**config.mk**
```make
export PLATFORM = sky130hd
export DESIGN_NAME = cnu_c2v_serializer_8
export DESIGN_NICKNAME = d
export VERILOG_FILES = /design/src/rtl/cnu_c2v_serializer_8.sv
export SDC_FILE = /design/constraint.sdc
export NUM_CORES = 1
export LEC_CHECK = 0
export BUFFER_PORTS_ARGS = -buffer_cell sky130_fd_sc_hd__clkbuf_2
export CAP_MARGIN = 20
export CORE_UTILIZATION = 49
export DETAILED_ROUTE_END_ITERATION = 8
export GPL_TIMING_DRIVEN = 0
export PLACE_DENSITY = 0.75
export SYNTH_ARGS = -nofsm -noshare
export SYNTH_HDL_FRONTEND = slang
export SYNTH_SLANG_ARGS = --single-unit
export TNS_END_PERCENT = 100
```
**constraint.sdc**
```tcl
create_clock -name sys_clk -period 2.1 [get_ports sys_clk]
set_input_delay 0.42 -clock sys_clk [delete_from_list [all_inputs] [get_ports sys_clk]]
set_output_delay 0.42 -clock sys_clk [all_outputs]
set_load 0.02 [all_outputs]
```
**src/rtl/cnu_c2v_serializer_8.sv**
```systemverilog
// Check-node-to-variable message serializer: latches one min-finder result and
// emits the eight C2V sign-magnitude messages in edge order, with a ready/valid handshake on each side.
module cnu_c2v_serializer_8 #(
    parameter int CN_DEGREE = 8,
    parameter int QUAN_SIZE = 4
) (
    input  logic                 sys_clk,
    input  logic                 rst,
    input  logic                 in_valid,
    output logic                 in_ready,
    input  logic [QUAN_SIZE-1:0] m1,
    input  logic [QUAN_SIZE-1:0] m2,
    input  logic [2:0]           min_index,
    input  logic [CN_DEGREE-1:0] sign_in,
    output logic                 out_valid,
    input  logic                 out_ready,
    output logic [QUAN_SIZE:0]   c2v_msg,
    output logic [2:0]           c2v_edge,
    output logic                 c2v_last
);

    typedef enum logic {IDLE, EMIT} state_t;

    state_t               state;
    logic [2:0]           cnt;
    logic [2:0]           nxt_edge;
    logic [QUAN_SIZE-1:0] m1_q;
    logic [QUAN_SIZE-1:0] m2_q;
    logic [2:0]           idx_q;
    logic [CN_DEGREE-1:0] sign_q;
    logic                 par_q;
    logic                 advance;
    logic                 last_hs;
    logic                 accept;

    // Edge k gets the extrinsic minimum; zero magnitude is always emitted as +0.
    function automatic logic [QUAN_SIZE:0] beat(
        input logic [QUAN_SIZE-1:0] a,
        input logic [QUAN_SIZE-1:0] b,
        input logic [2:0]           idx,
        input logic [CN_DEGREE-1:0] s,
        input logic                 p,
        input logic [2:0]           e
    );
        logic [QUAN_SIZE-1:0] mag;
        logic                 sg;
        mag = (e == idx) ? b : a;
        sg  = (mag != '0) && (p ^ s[e]);
        return {sg, mag};
    endfunction

    assign advance  = out_valid && out_ready;
    assign last_hs  = advance && c2v_last;
    assign in_ready = !rst && ((state == IDLE) || last_hs);
    assign accept   = in_valid && in_ready;
    assign nxt_edge = cnt + 3'd1;
    assign c2v_edge = cnt;

    // Output registers are loaded one beat ahead so the next beat is ready on the following edge.
    always_ff @(posedge sys_clk) begin
        if (rst) begin
            state     <= IDLE;
            cnt       <= '0;
            m1_q      <= '0;
            m2_q      <= '0;
            idx_q     <= '0;
            sign_q    <= '0;
            par_q     <= 1'b0;
            out_valid <= 1'b0;
            c2v_msg   <= '0;
            c2v_last  <= 1'b0;
        end else if (accept) begin
            state     <= EMIT;
            cnt       <= '0;
            m1_q      <= m1;
            m2_q      <= m2;
            idx_q     <= min_index;
            sign_q    <= sign_in;
            par_q     <= ^sign_in;
            out_valid <= 1'b1;
            c2v_msg   <= beat(m1, m2, min_index, sign_in, ^sign_in, 3'd0);
            c2v_last  <= 1'b0;
        end else if (last_hs) begin
            state     <= IDLE;
            cnt       <= '0;
            out_valid <= 1'b0;
            c2v_msg   <= '0;
            c2v_last  <= 1'b0;
        end else if (advance) begin
            cnt       <= nxt_edge;
            c2v_msg   <= beat(m1_q, m2_q, idx_q, sign_q, par_q, nxt_edge);
            c2v_last  <= (nxt_edge == 3'd7);
        end
    end

endmodule

```
==> qor.txt <==
Share of cells above drive strength 1: 0.287
Routed len/inst: 14.5 µm
Tot GR Track Use: 0.240
CP Cell Sequence: buf_6 -> inv_1 -> ha_4 -> mux4_2 -> mux2i_1 -> xor2_1 -> o32ai_2
Period utilisation layout: 0.937
DR vias: 1399
Setup bufs post-CTS: 0
Slowest cell delay on critical path: 500 ps
Crit-path max FO: 6
Grt total ovfl: 0
Final Setup Violations: 0
First-pass GRT wire length: 6.15 mm
Core Rows: 20
Launch point of the worst path: c2v_edge[0]
Seq/Total Area, Yosys: 0.364
P_sw: 359 µW
Final Max Tran Viols: 0
Run status: finished clean
Post-Place Cells: 253
Post-route minimum period: 1970 ps
Synth area leaders: dfxtp_1, nand2b_1, o21ai_0
P_int: 858 µW
# clock sinks: 30
R2R Path Start: c2v_edge[0]
Netlist cell types: 42
Die Wd: 60.0 µm
Final hold violation count: 0
Nets: 241
Die area: 0.00360 mm²
Yosys warnings: 0
Commonest non-fill, non-tap cell in the layout: clkbuf_2
Synthesized flop and latch total: 30
Critical path class: register to register
Clk slew on worst S/H paths: 100 ps
CP arrival: 2190 ps
Routability cong.: 0.898
Largest net degree at the start of global routing: 11
DR vias/cell: 5.38
Port bufs: 33
Number of I/O pins: 34
Crit end category: register
Antenna violations before repair: 0
DRC violation count after routing: 0
Initial Utilization: 0.527
Syn nets: 201
Worst skew pair latency: 340 ps
Pre-antenna DRT Iters: 4
Slew margin rel.: 0.712
Part of the power in combinational logic: 0.209
Hold Path Class: input pin to register
Iteration-0 DRC count of the detailed router: 98
Slowest cell on crit path: mux4_2
RSZ-0062 raised after global routing: no
Worst Hold Launch: m2[2]
Flop pwr share: 0.523
Layout Skew: 12.9 ps
Post-Syn Area: 0.00165 mm²
Fmax: 508 MHz
CTS Root Cell: clkbuf_4
Share of the synthesized area in the top cell type: 0.364
WL final: 3.76 mm
Area delta synth->final: 16.8%
Power Dens Cells: 632 mW/mm²
Syn Inst Count: 176
Tot Pwr: 1220 µW
CP Launch Type: register
Synthesized area per cell: 9.36 µm²
Yosys top cell by area: dfxtp_1
Slew of the pin with the lowest slew margin: 432 ps
CTS tree: done
Antenna-violating nets left: 0
Clock share of power: 0.267
ANT cells: 0
Layout Cells excl Fill: 260
DP Wirelength: 2.84 mm
Max cap viols: 0
LEAKAGE: 0.000778 µW
H-Tree Depth: 2
Switching share of total power: 0.295
Commonest non-fill, non-tap cells in the layout: clkbuf_2, dfxtp_1, nand2_1
Vias in the first global route: 1358
Worst Path Required: 2320 ps
Max VDD drop: 349 µV
Total CTS buffers: 5
Clock tree buffer depth: 2
Die height: 60.0 µm
Core area: 0.00313 mm²
registers in the layout, indices dropped and copies added, names as in the netlist:
register and flops:
m2_q 4, state 1, c2v_last 1, sign_q 8
idx_q 3, c2v_msg 5, m1_q 4, par_q 1
c2v_edge 3
Yosys cell counts, drive strengths merged:
cell type / count
a211oi: 2
o21ai: 21
nand2: 26
o32ai: 1
xor2: 3
a21boi: 1
nand3b: 1
or2b: 1
o22ai: 4
clkbuf: 6
nor2: 2
nor4b: 1
mux2: 5
nor4: 4
mux2i: 10
a21oi: 5
and3: 1
a31o: 1
o31a: 1
or3: 1
dfxtp: 30
inv: 3
mux4: 2
xnor2: 3
o221ai: 1
buf: 5
xnor3: 3
or4b: 1
nand2b: 21
nor3: 5
nand3: 2
o21bai: 1
ha: 2
worst paths after layout:
check             slack, ps          to  cells after the start
hold reg to reg         480   sign_q[0]                      2
setup / recovery        130  c2v_msg[4]                      7
setup reg to reg        130  c2v_msg[4]                      7
hold / removal          310     m2_q[2]                      3
worst max-delay path, delay by kind of cell (launching register included):
family                   cells  cell delay, ps
flip-flops                   1             360
XOR/XNOR                     1             200
adder cells (fa/ha/maj)      1             310
AO/OA/AOI/OAI                1              90
multiplexers                 2             680
buffers and inverters        2             210
cells by family after synthesis:
logic type                 synth area share
buffers and inverters                0.0456
and+or+nand+nor                       0.224
DFF                                   0.364
xor gates and xnor gates             0.0828
adders and majority gates            0.0152
muxes                                 0.127
AOI/OAI and AO/OA                     0.141
power by group through the flow:
stage	clock network (µW)	logic (µW)	registers (µW)
after floorplan	0	164	653
after global placement	0	244	646
after detailed placement	0	252	649
after CTS	330	253	635
after global routing	362	280	640
final	325	255	637
cell type report:
cell class / instances / area [µm²]
fill: 274 / 1200
multi-input combinational: 132 / 981
sequential: 30 / 602
timing repair buffer: 33 / 165
buffer: 11 / 65.1
tap: 44 / 55.1
clock buffer: 7 / 45.0
inverter: 3 / 11.3
repair_timing:
action | CTS | global route
endpoints found under the setup margin | 1 | 2
hold endpoints to repair | 0 | 0
hold buffers | 0 | 0
gates resized for setup | 1 | 4
pin swaps | 0 | 1
per-layer routing:
layer | wire, µm | GRT usage | vias up
li1 | - | - | 696
met1 | 1690 | 0.301 | 654
met2 | 1810 | 0.392 | 41
met3 | 181 | 0.0455 | 8
met4 | 74 | 0.123 | 0
met5 | 0 | 0 | -
stage by stage:
| step | hold slack [ps] | cell area (µm²) | util | worst slack [ps] | TNS, ps |
|---|---|---|---|---|---|
| floorplan | 445 | 1650 | - | 69.7 | 0 |
| global placement | 460 | 1870 | 0.598 | 18.7 | 0 |
| detailed placement | 467 | 1870 | 0.598 | -13.3 | -13.3 |
| CTS | 300 | 1920 | 0.613 | 8.42 | 0 |
| global route | 320 | 1920 | 0.615 | 29.7 | 0 |
| finish | 309 | 1920 | 0.615 | 133 | 0 |
(Power assumes the default switching activity.)
